<file path="config.mk">
export PLATFORM = sky130hd
export DESIGN_NAME = apb_req_master_intf_flat
export DESIGN_NICKNAME = d
export VERILOG_FILES = /design/src/rtl/apb_pkg.sv /design/src/rtl/apb_if.sv /design/src/rtl/apb_req_master_intf.sv /design/src/rtl/apb_req_master.sv /design/src/flat_wrapper.sv
export SDC_FILE = /design/constraint.sdc
export NUM_CORES = 1
export LEC_CHECK = 0
export ABC_AREA = 1
export CAP_MARGIN = 20
export CORE_MARGIN = 2
export CORE_UTILIZATION = 44
export CTS_BUF_LIST = sky130_fd_sc_hd__clkbuf_4
export CTS_CLUSTER_SIZE = 14
export DETAILED_ROUTE_END_ITERATION = 16
export GPL_ROUTABILITY_DRIVEN = 0
export PLACE_DENSITY = 0.94
export SYNTH_ARGS = -nofsm -noshare
export SYNTH_HDL_FRONTEND = slang
export SYNTH_SLANG_ARGS = --single-unit
export TNS_END_PERCENT = 1
</file>
<file path="constraint.sdc">
create_clock -name pclk_i -period 4.1 [get_ports pclk_i]
set_clock_uncertainty 0.05 [all_clocks]
set_input_delay 1.025 -clock pclk_i [delete_from_list [all_inputs] [get_ports pclk_i]]
set_output_delay 1.025 -clock pclk_i [all_outputs]
set_load 0.05 [all_outputs]
</file>
<file path="src/rtl/apb_pkg.sv">
// Shared APB definitions: requester FSM states, response encoding and pprot default.
package apb_pkg;

    typedef enum logic [1:0] {
        IDLE   = 2'd0,
        SETUP  = 2'd1,
        ACCESS = 2'd2,
        RESP   = 2'd3
    } apb_state_e;

    typedef enum logic {
        RESP_OKAY   = 1'b0,
        RESP_SLVERR = 1'b1
    } apb_resp_e;

    localparam logic [2:0] PPROT_DEFAULT = 3'b000;

endpackage

</file>
<file path="src/rtl/apb_if.sv">
// APB bus bundle; the requester modport is the master's view of the bus.
interface apb_if #(
    parameter int unsigned ADDR_WIDTH = 32,
    parameter int unsigned DATA_WIDTH = 32
) ();
    logic [ADDR_WIDTH-1:0]       paddr;
    logic [2:0]                  pprot;
    logic                        psel;
    logic                        penable;
    logic                        pwrite;
    logic [DATA_WIDTH-1:0]       pwdata;
    logic [(DATA_WIDTH+7)/8-1:0] pstrb;
    logic                        pready;
    logic [DATA_WIDTH-1:0]       prdata;
    logic                        pslverr;

    modport requester (
        output paddr, pprot, psel, penable, pwrite, pwdata, pstrb,
        input  pready, prdata, pslverr
    );
endinterface

</file>
<file path="src/rtl/apb_req_master_intf.sv">
// Wrapper exposing apb_req_master's APB side through an apb_if requester modport.
module apb_req_master_intf #(
    parameter int unsigned APB_ADDR_WIDTH = 32,
    parameter int unsigned APB_DATA_WIDTH = 32
) (
    input  logic                            pclk_i,
    input  logic                            preset_i,
    input  logic                            req_valid_i,
    output logic                            req_ready_o,
    input  logic [APB_ADDR_WIDTH-1:0]       req_addr_i,
    input  logic                            req_write_i,
    input  logic [APB_DATA_WIDTH-1:0]       req_wdata_i,
    input  logic [(APB_DATA_WIDTH+7)/8-1:0] req_strb_i,
    output logic                            rsp_valid_o,
    input  logic                            rsp_ready_i,
    output logic [APB_DATA_WIDTH-1:0]       rsp_rdata_o,
    output logic                            rsp_slverr_o,
    apb_if.requester                        apb
);
    apb_req_master #(
        .APB_ADDR_WIDTH(APB_ADDR_WIDTH),
        .APB_DATA_WIDTH(APB_DATA_WIDTH)
    ) u_core (
        .pclk_i      (pclk_i),
        .preset_i    (preset_i),
        .req_valid_i (req_valid_i),
        .req_ready_o (req_ready_o),
        .req_addr_i  (req_addr_i),
        .req_write_i (req_write_i),
        .req_wdata_i (req_wdata_i),
        .req_strb_i  (req_strb_i),
        .rsp_valid_o (rsp_valid_o),
        .rsp_ready_i (rsp_ready_i),
        .rsp_rdata_o (rsp_rdata_o),
        .rsp_slverr_o(rsp_slverr_o),
        .paddr_o     (apb.paddr),
        .pprot_o     (apb.pprot),
        .psel_o      (apb.psel),
        .penable_o   (apb.penable),
        .pwrite_o    (apb.pwrite),
        .pwdata_o    (apb.pwdata),
        .pstrb_o     (apb.pstrb),
        .pready_i    (apb.pready),
        .prdata_i    (apb.prdata),
        .pslverr_i   (apb.pslverr)
    );
endmodule

</file>
<file path="src/rtl/apb_req_master.sv">
// Single-outstanding APB requester: request channel -> APB transfer -> response channel.
// Define APB_REQ_MASTER_BACK2BACK_EN to allow a new request to be taken in the response cycle.
module apb_req_master
    import apb_pkg::*;
#(
    parameter int unsigned APB_ADDR_WIDTH = 32,
    parameter int unsigned APB_DATA_WIDTH = 32
) (
    input  logic                            pclk_i,
    input  logic                            preset_i,
    input  logic                            req_valid_i,
    output logic                            req_ready_o,
    input  logic [APB_ADDR_WIDTH-1:0]       req_addr_i,
    input  logic                            req_write_i,
    input  logic [APB_DATA_WIDTH-1:0]       req_wdata_i,
    input  logic [(APB_DATA_WIDTH+7)/8-1:0] req_strb_i,
    output logic                            rsp_valid_o,
    input  logic                            rsp_ready_i,
    output logic [APB_DATA_WIDTH-1:0]       rsp_rdata_o,
    output logic                            rsp_slverr_o,
    output logic [APB_ADDR_WIDTH-1:0]       paddr_o,
    output logic [2:0]                      pprot_o,
    output logic                            psel_o,
    output logic                            penable_o,
    output logic                            pwrite_o,
    output logic [APB_DATA_WIDTH-1:0]       pwdata_o,
    output logic [(APB_DATA_WIDTH+7)/8-1:0] pstrb_o,
    input  logic                            pready_i,
    input  logic [APB_DATA_WIDTH-1:0]       prdata_i,
    input  logic                            pslverr_i
);
    localparam int unsigned STRB_WIDTH = (APB_DATA_WIDTH + 7) / 8;

    apb_state_e state, state_next;
    logic req_hs, rsp_hs;

    logic [APB_ADDR_WIDTH-1:0] addr_q;
    logic                      write_q;
    logic [APB_DATA_WIDTH-1:0] wdata_q;
    logic [STRB_WIDTH-1:0]     strb_q;
    logic [APB_DATA_WIDTH-1:0] rdata_q;
    apb_resp_e                 resp_q;

    assign req_hs = req_valid_i && req_ready_o;
    assign rsp_hs = rsp_valid_o && rsp_ready_i;

    always_ff @(posedge pclk_i or posedge preset_i) begin
        if (preset_i) state <= IDLE;
        else          state <= state_next;
    end

    always_comb begin
        state_next = state;
        case (state)
            IDLE:   if (req_hs) state_next = SETUP;
            SETUP:  state_next = ACCESS;
            ACCESS: if (pready_i) state_next = RESP;
            RESP: begin
                if (rsp_hs) begin
`ifdef APB_REQ_MASTER_BACK2BACK_EN
                    state_next = req_hs ? SETUP : IDLE;
`else
                    state_next = IDLE;
`endif
                end
            end
        endcase
    end

    // req_ready_o is gated by reset directly since the state alone reads IDLE while reset is held.
    always_comb begin
        req_ready_o = 1'b0;
        psel_o      = 1'b0;
        penable_o   = 1'b0;
        rsp_valid_o = 1'b0;
        case (state)
            IDLE:   req_ready_o = !preset_i;
            SETUP:  psel_o = 1'b1;
            ACCESS: begin
                psel_o    = 1'b1;
                penable_o = 1'b1;
            end
            RESP: begin
                rsp_valid_o = 1'b1;
`ifdef APB_REQ_MASTER_BACK2BACK_EN
                req_ready_o = rsp_ready_i && !preset_i;
`endif
            end
        endcase
    end

    always_ff @(posedge pclk_i or posedge preset_i) begin
        if (preset_i) begin
            addr_q  <= '0;
            write_q <= 1'b0;
            wdata_q <= '0;
            strb_q  <= '0;
            rdata_q <= '0;
            resp_q  <= RESP_OKAY;
        end else begin
            if (req_hs) begin
                addr_q  <= req_addr_i;
                write_q <= req_write_i;
                wdata_q <= req_wdata_i;
                strb_q  <= req_write_i ? req_strb_i : '0;
            end
            if (state == ACCESS && pready_i) begin
                rdata_q <= write_q ? '0 : prdata_i;
                resp_q  <= pslverr_i ? RESP_SLVERR : RESP_OKAY;
            end
        end
    end

    assign paddr_o      = addr_q;
    assign pprot_o      = PPROT_DEFAULT;
    assign pwrite_o     = write_q;
    assign pwdata_o     = wdata_q;
    assign pstrb_o      = strb_q;
    assign rsp_rdata_o  = rdata_q;
    assign rsp_slverr_o = (resp_q == RESP_SLVERR);

endmodule
</file>
<file path="src/flat_wrapper.sv">
// flat-port wrapper written by rule: the top's interface ports become plain ports
module apb_req_master_intf_flat 
#(
    parameter int unsigned APB_ADDR_WIDTH = 32,
    parameter int unsigned APB_DATA_WIDTH = 32
)
  (pclk_i, preset_i, req_valid_i, req_ready_o, req_addr_i, req_write_i, req_wdata_i, req_strb_i, rsp_valid_o, rsp_ready_i, rsp_rdata_o, rsp_slverr_o, apb_paddr, apb_pprot, apb_psel, apb_penable, apb_pwrite, apb_pwdata, apb_pstrb, apb_pready, apb_prdata, apb_pslverr);
  apb_if apb_i ();
  input  logic pclk_i;
  input  logic preset_i;
  input  logic req_valid_i;
  output logic req_ready_o;
  input  logic [APB_ADDR_WIDTH-1:0] req_addr_i;
  input  logic req_write_i;
  input  logic [APB_DATA_WIDTH-1:0] req_wdata_i;
  input  logic [(APB_DATA_WIDTH+7)/8-1:0] req_strb_i;
  output logic rsp_valid_o;
  input  logic rsp_ready_i;
  output logic [APB_DATA_WIDTH-1:0] rsp_rdata_o;
  output logic rsp_slverr_o;
  output wire logic [$bits(apb_i.paddr)-1:0] apb_paddr;
  output wire logic [$bits(apb_i.pprot)-1:0] apb_pprot;
  output wire logic [$bits(apb_i.psel)-1:0] apb_psel;
  output wire logic [$bits(apb_i.penable)-1:0] apb_penable;
  output wire logic [$bits(apb_i.pwrite)-1:0] apb_pwrite;
  output wire logic [$bits(apb_i.pwdata)-1:0] apb_pwdata;
  output wire logic [$bits(apb_i.pstrb)-1:0] apb_pstrb;
  input wire logic [$bits(apb_i.pready)-1:0] apb_pready;
  input wire logic [$bits(apb_i.prdata)-1:0] apb_prdata;
  input wire logic [$bits(apb_i.pslverr)-1:0] apb_pslverr;
  assign apb_paddr = apb_i.paddr;
  assign apb_pprot = apb_i.pprot;
  assign apb_psel = apb_i.psel;
  assign apb_penable = apb_i.penable;
  assign apb_pwrite = apb_i.pwrite;
  assign apb_pwdata = apb_i.pwdata;
  assign apb_pstrb = apb_i.pstrb;
  assign apb_i.pready = apb_pready;
  assign apb_i.prdata = apb_prdata;
  assign apb_i.pslverr = apb_pslverr;
  apb_req_master_intf #(.APB_ADDR_WIDTH(APB_ADDR_WIDTH), .APB_DATA_WIDTH(APB_DATA_WIDTH)) u_core (.pclk_i(pclk_i), .preset_i(preset_i), .req_valid_i(req_valid_i), .req_ready_o(req_ready_o), .req_addr_i(req_addr_i), .req_write_i(req_write_i), .req_wdata_i(req_wdata_i), .req_strb_i(req_strb_i), .rsp_valid_o(rsp_valid_o), .rsp_ready_i(rsp_ready_i), .rsp_rdata_o(rsp_rdata_o), .rsp_slverr_o(rsp_slverr_o), .apb(apb_i));
endmodule
</file>
==> results of run 1 <==
## worst reg2reg max path, delay by kind of cell, from the launching register on
family | cells | cell delay (ns)
flip-flops | 1 | 0.40
adder cells (fa/ha/maj) | 1 | 0.24
AND/OR/NAND/NOR | 2 | 0.33
AO/OA/AOI/OAI | 1 | 0.22
buffers and inverters | 2 | 0.65
## flip-flops by register name, summed over array words and instances (netlist names)
signal / count
u_core.u_core.paddr_o: 32
u_core.u_core.pstrb_o: 4
u_core.u_core.pwdata_o: 32
u_core.u_core.pwrite_o: 1
u_core.u_core.rsp_rdata_o: 32
u_core.u_core.rsp_slverr_o: 1
u_core.u_core.state: 2
## Yosys cell counts (all sizes together)
cell    count
nand2     279
ha          4
o21ai      33
nor2        2
nand3       4
or2         1
inv        11
buf        24
dfrtp     104
o21bai      1
conb        1
clkbuf      3
## routing by layer
| layer | vias to the layer above | wire length [um] | global-route usage, % |
|---|---|---|---|
| li1 | 1811 | - | - |
| met1 | 1739 | 4470 | 26.0 |
| met2 | 168 | 5370 | 36.7 |
| met3 | 11 | 940 | 5.96 |
| met4 | 0 | 99 | 5.37 |
| met5 | - | 0 | 0 |
## worst min path at each step
| stage | from | end | slack, ns |
|---|---|---|---|
| after global routing | u_core.u_core.pwdata_o[6] | u_core.u_core.pwdata_o[6] | 0.47 |
| after CTS | u_core.u_core.pwdata_o[1] | u_core.u_core.pwdata_o[1] | 0.45 |
| after floorplan | u_core.u_core.state[0] | u_core.u_core.state[0] | 0.42 |
| final | u_core.u_core.pwdata_o[1] | u_core.u_core.pwdata_o[1] | 0.45 |
| after detailed placement | u_core.u_core.pwdata_o[1] | u_core.u_core.pwdata_o[1] | 0.41 |
| after global placement | u_core.u_core.rsp_slverr_o | u_core.u_core.rsp_slverr_o | 0.41 |
## per-stage QoR
step,std cells,hold slack (ns)
after global placement,768,0.406
after floorplan,469,0.419
final,783,0.446
after global routing,783,0.471
after detailed placement,768,0.414
after CTS,783,0.450
## cells by family after synthesis
kind of cell | after synthesis | synth area share, %
other | 1 | 0.0911
AOI/OAI and AO/OA | 34 | 4.19
adders and majority gates | 4 | 1.22
buffers and inverters | 38 | 4.92
DFF | 104 | 63.2
and+or+nand+nor | 286 | 26.4
## final cells by class
class | count | area (um2) | area share, %
Sequential cell | 104 | 2600 | 40.7
Timing Repair Buffer | 215 | 2160 | 33.7
Multi-Input combinational cell | 327 | 1320 | 20.7
Tap cell | 111 | 139 | 2.17
Clock buffer | 9 | 67.6 | 1.06
Clock inverter | 6 | 61.3 | 0.959
Inverter | 11 | 43.8 | 0.685
## power by group
group	switching (mW)	internal (mW)
Sequential	0.255	1.47
Clock	0.323	0.180
Combinational	2.34	1.09
==> flow_metrics.tcl, run 1 <==
set metrics [dict create \
    status "finished clean" \
    setup_tns_ns 0 \
    port_buffers 212 \
    worst_r2r_startpoint "u_core.u_core.state[0]" \
    arrival_ns 2.44 \
    final_common_cell "nand2_1" \
    crit_buf_inv 2 \
    setup_viol 0 \
    path_cells "clkdlybuf4s50_1 -> nor2_1 -> clkdlybuf4s50_1" \
    cts_buffers 9 \
    drive_above_1_share_pct 3.13 \
    synth_area_per_cell_um2 8.82 \
    drc 0 \
    ys_ff_latch 104 \
    cts_tree "built" \
    setup_ws_ns 0.590 \
    clock_path_buffers 2 \
    cpPeakStageDelay_ns 0.80 \
    hpwl_mm 7.95 \
    grt_pass1_vias 3651 \
    fin_area_mm2 0.00639 \
    ys.warnings.count 0 \
    wirelength_mm 10.9 \
    fillCellCount 663 \
    synthCells 467 \
    finalCritPeriodShare_pct 85.6 \
    dr.first_iter.drc_count 92 \
    wire_per_inst_um 13.9 \
    hold_path_class "flop to flop" \
    postRouteAntennaNets 0 \
    post-route-util_pct 69.9 \
    post-route-min-period_ns 3.51 \
    cts_hold_buf 0 \
    fp-row-count 35 \
    maxCapViolations 0 \
    syn_to_final_growth_pct 55.3 \
    overflow 0 \
    r2r-end "u_core.u_core.pwrite_o" \
    hold_depth 2 \
    crit_end "req_ready_o" \
    cp_common_cell "clkdlybuf4s50_1" \
    slew_headroom_pct 37.9 \
    clk_latency_ns 0.42 \
    cp-end-kind "output port" \
    yosysTopAreaCellShare_pct 63.2 \
    timing.critical_path.from "preset_i" \
    synth.yosys.seq_area_share_pct 63.2 \
    grt_max_degree 73 \
    netlist_area_mm2 0.00412 \
    rsz0062_at_grt "no" \
    drv_slew 0 \
    cpMaxStageDelayCell "clkdlybuf4s50_1" \
    h-tree-depth 3 \
    die_w_um 101 \
    critical_path_class "primary input to output port" \
    mostFrequentLayoutCells "278 x nand2_1, 212 x clkdlybuf4s50_1, 104 x dfrtp_1" \
    die-area_mm2 0.0101 \
    vias 3729 \
    power.density_mw_per_mm2 886 \
    tightest_slew_ns 0.930 \
    firstDrtPassIters 4 \
    root_buffer "clkbuf_4" \
    die_h_um 101 \
    reg2reg_depth 6 \
    path_depth 3 \
    antenna_found_initial 0 \
    startpoint_type "primary input" \
    grt_usage_pct 21.1 \
    max_freq_mhz 285 \
    p_total_mw 5.66 \
    grt_pass1_wl_mm 17.0 \
    cts_resized 0 \
    hold_violations 0 \
    required_ns 3.02 \
    ys_types 17 \
    start_util_pct 45.0 \
    antenna_cells 0 \
    dp_slack_ns 0.592 \
    core_area_mm2 0.00915 \
    ir_drop_mv 0.463 \
    vias_per_cell 4.76 \
    rrSetupSlack_ns 2.05 \
    clk_pin_slew_worst_paths_ns 0.14 \
    dpl_cell_area_mm2 0.00626 \
    worstPathMaxFanout 3 \
    cts_sinks 104 \
    synth_top_area_cell "dfrtp_1" \
    io_pins 216 \
    synthTopCellsByArea "dfrtp_1 63%, nand2_1 25%, o21ai_0 4.0%" \
    cp_top_family "buffers and inverters" \
    postCtsSetupBuffers 0 \
    final_nets 779 \
    p_leak_nw 3.11 \
]
No activity file was read; power rests on OpenSTA's default activity.
==> inputs of run 2 (changes only) <==
SLEW_MARGIN = 20   (was default)
==> results of run 2 <==
The final DEF is identical to that of run 1; final timing and power are the same.
==> inputs of run 3 (changes only) <==
RECOVER_POWER = 100   (was default)
==> flow_metrics.tcl, run 3 (synthesis gave the netlist of run 1 again) <==
set metrics [dict create \
    overflow 0 \
    setup_tns_ns 0 \
    register_area_mm2 0.00260 \
    port_buffers 212 \
    cts_sinks 104 \
    final_nets 779 \
    p_leak_nw 3.28 \
    status "complete, but fails checks" \
    drc 0 \
    clk_latency_ns 0.42 \
    antenna_found_initial 0 \
    firstDrtPassIters 4 \
    hold_violations 0 \
    ir_drop_mv 0.442 \
    postRouteAntennaNets 0 \
    maxCapViolations 2 \
    rsz0062_at_grt "no" \
    hold_path_class "flop to flop" \
    final_common_cell "nand2_1" \
    fin_area_mm2 0.00637 \
    fp-row-count 35 \
    start_util_pct 45.0 \
    tightest_slew_ns 1.70 \
    post-route-min-period_ns 3.68 \
    grt_usage_pct 21.1 \
    core_area_mm2 0.00915 \
    worstPathMaxFanout 3 \
    vias 3752 \
    dpl_cell_area_mm2 0.00626 \
    grt_pass1_wl_mm 17.0 \
    clock_path_buffers 2 \
    mostFrequentLayoutCells "279 x nand2_1, 108 x dlygate4sd3_1, 104 x clkdlybuf4s50_1, 104 x dfrtp_1, 33 x o21ai_0" \
    multiInputGateArea_mm2 0.00132 \
    die_h_um 101 \
    dp.cells 768 \
    fillCellCount 666 \
    cts_hold_buf 0 \
    drive_above_1_share_pct 2.68 \
    root_buffer "clkbuf_4" \
    syn_to_final_growth_pct 54.6 \
    setup_viol 0 \
    antenna_cells 0 \
    clk_pin_slew_worst_paths_ns 0.13 \
    vias_per_cell 4.79 \
    violations "capacitance limit, slew limit" \
    drv_slew 139 \
    h-tree-depth 3 \
    power.density_mw_per_mm2 860 \
    postCtsSetupBuffers 0 \
    final_cell_count_no_fill 783 \
    grt_max_degree 73 \
    startpoint_type "primary input" \
    cts_tree "built" \
    hpwl_mm 7.95 \
    required_ns 3.02 \
    cts_resized 0 \
    cts_buffers 9 \
    finalCritPeriodShare_pct 89.8 \
    max_freq_mhz 272 \
    die_w_um 101 \
    die-area_mm2 0.0101 \
    cp-end-kind "output port" \
    wire_per_inst_um 13.9 \
    arrival_ns 2.61 \
    dr.first_iter.drc_count 117 \
    critical_path_class "primary input to output port" \
    io_pins 216 \
    slew_headroom_pct -13.6 \
    grt_pass1_vias 3651 \
    wirelength_mm 10.9 \
    p_total_mw 5.47 \
]
-- run 3: changes by cell type in the layout (fill, tap and decap cells not counted), sizes merged --
| cell | before | now |
|---|---|---|
| buf | 3 | 0 |
| clkdlybuf4s50 | 212 | 104 |
| dlygate4sd3 | 0 | 108 |
| clkbuf | 9 | 12 |
-- run 3: per-layer routing --
layer | up-vias | global-route usage [%] | part of all wire [%]
met5 | - | 0 | 0
met4 | 0 | 5.37 | 1.1
met3 | 12 | 5.96 | 8.4
met2 | 161 | 36.7 | 49
met1 | 1764 | 26.0 | 41
li1 | 1815 | - | -
-- run 3: area by class of cell --
type                            instances  area share [%]
Sequential cell                       104            40.9
Timing Repair Buffer                  215            33.6
Multi-Input combinational cell        327            20.7
Inverter                               11           0.688
Tap cell                              111            2.18
Clock buffer                            9            1.06
Clock inverter                          6           0.963
-- run 3: power breakdown --
part | leakage (nW) | internal, mW | switching, mW
Clock | 0.0631 | 0.181 | 0.326
Sequential | 1.32 | 1.47 | 0.234
Combinational | 1.90 | 0.926 | 2.34
Total | 3.28 | 2.57 | 2.90
-- run 3: critical path, stage by stage --
cell and delay [ns]:
dlygate4sd3_1 0.60, nor2_1 0.11, dlygate4sd3_1 0.87
-- run 3: per-stage QoR --
stage | util [%] | hold WS, ns | worst slack (ns)
3_3_place_gp | 68.4 | 0.406 | 0.587
4_1_cts | 69.9 | 0.450 | 0.586
3_5_place_dp | 68.4 | 0.414 | 0.592
2_1_floorplan | - | 0.419 | 0.877
5_1_grt | 69.6 | 0.466 | 0.345
6_report | 69.6 | 0.443 | 0.419
-- run 3: final timing paths --
check	slack (ns)	startpoint	depth (start not counted)	endpoint
setup / recovery	0.42	preset_i	3	req_ready_o
hold / removal	0.44	u_core.u_core.pwdata_o[3]	2	u_core.u_core.pwdata_o[3]
setup reg to reg	1.49	u_core.u_core.state[0]	6	u_core.u_core.pwrite_o
hold reg to reg	0.44	u_core.u_core.pwdata_o[3]	2	u_core.u_core.pwdata_o[3]
max in group asynchronous	0.95	preset_i	3	u_core.u_core.state[1]
min in group asynchronous	1.03	preset_i	2	u_core.u_core.rsp_slverr_o
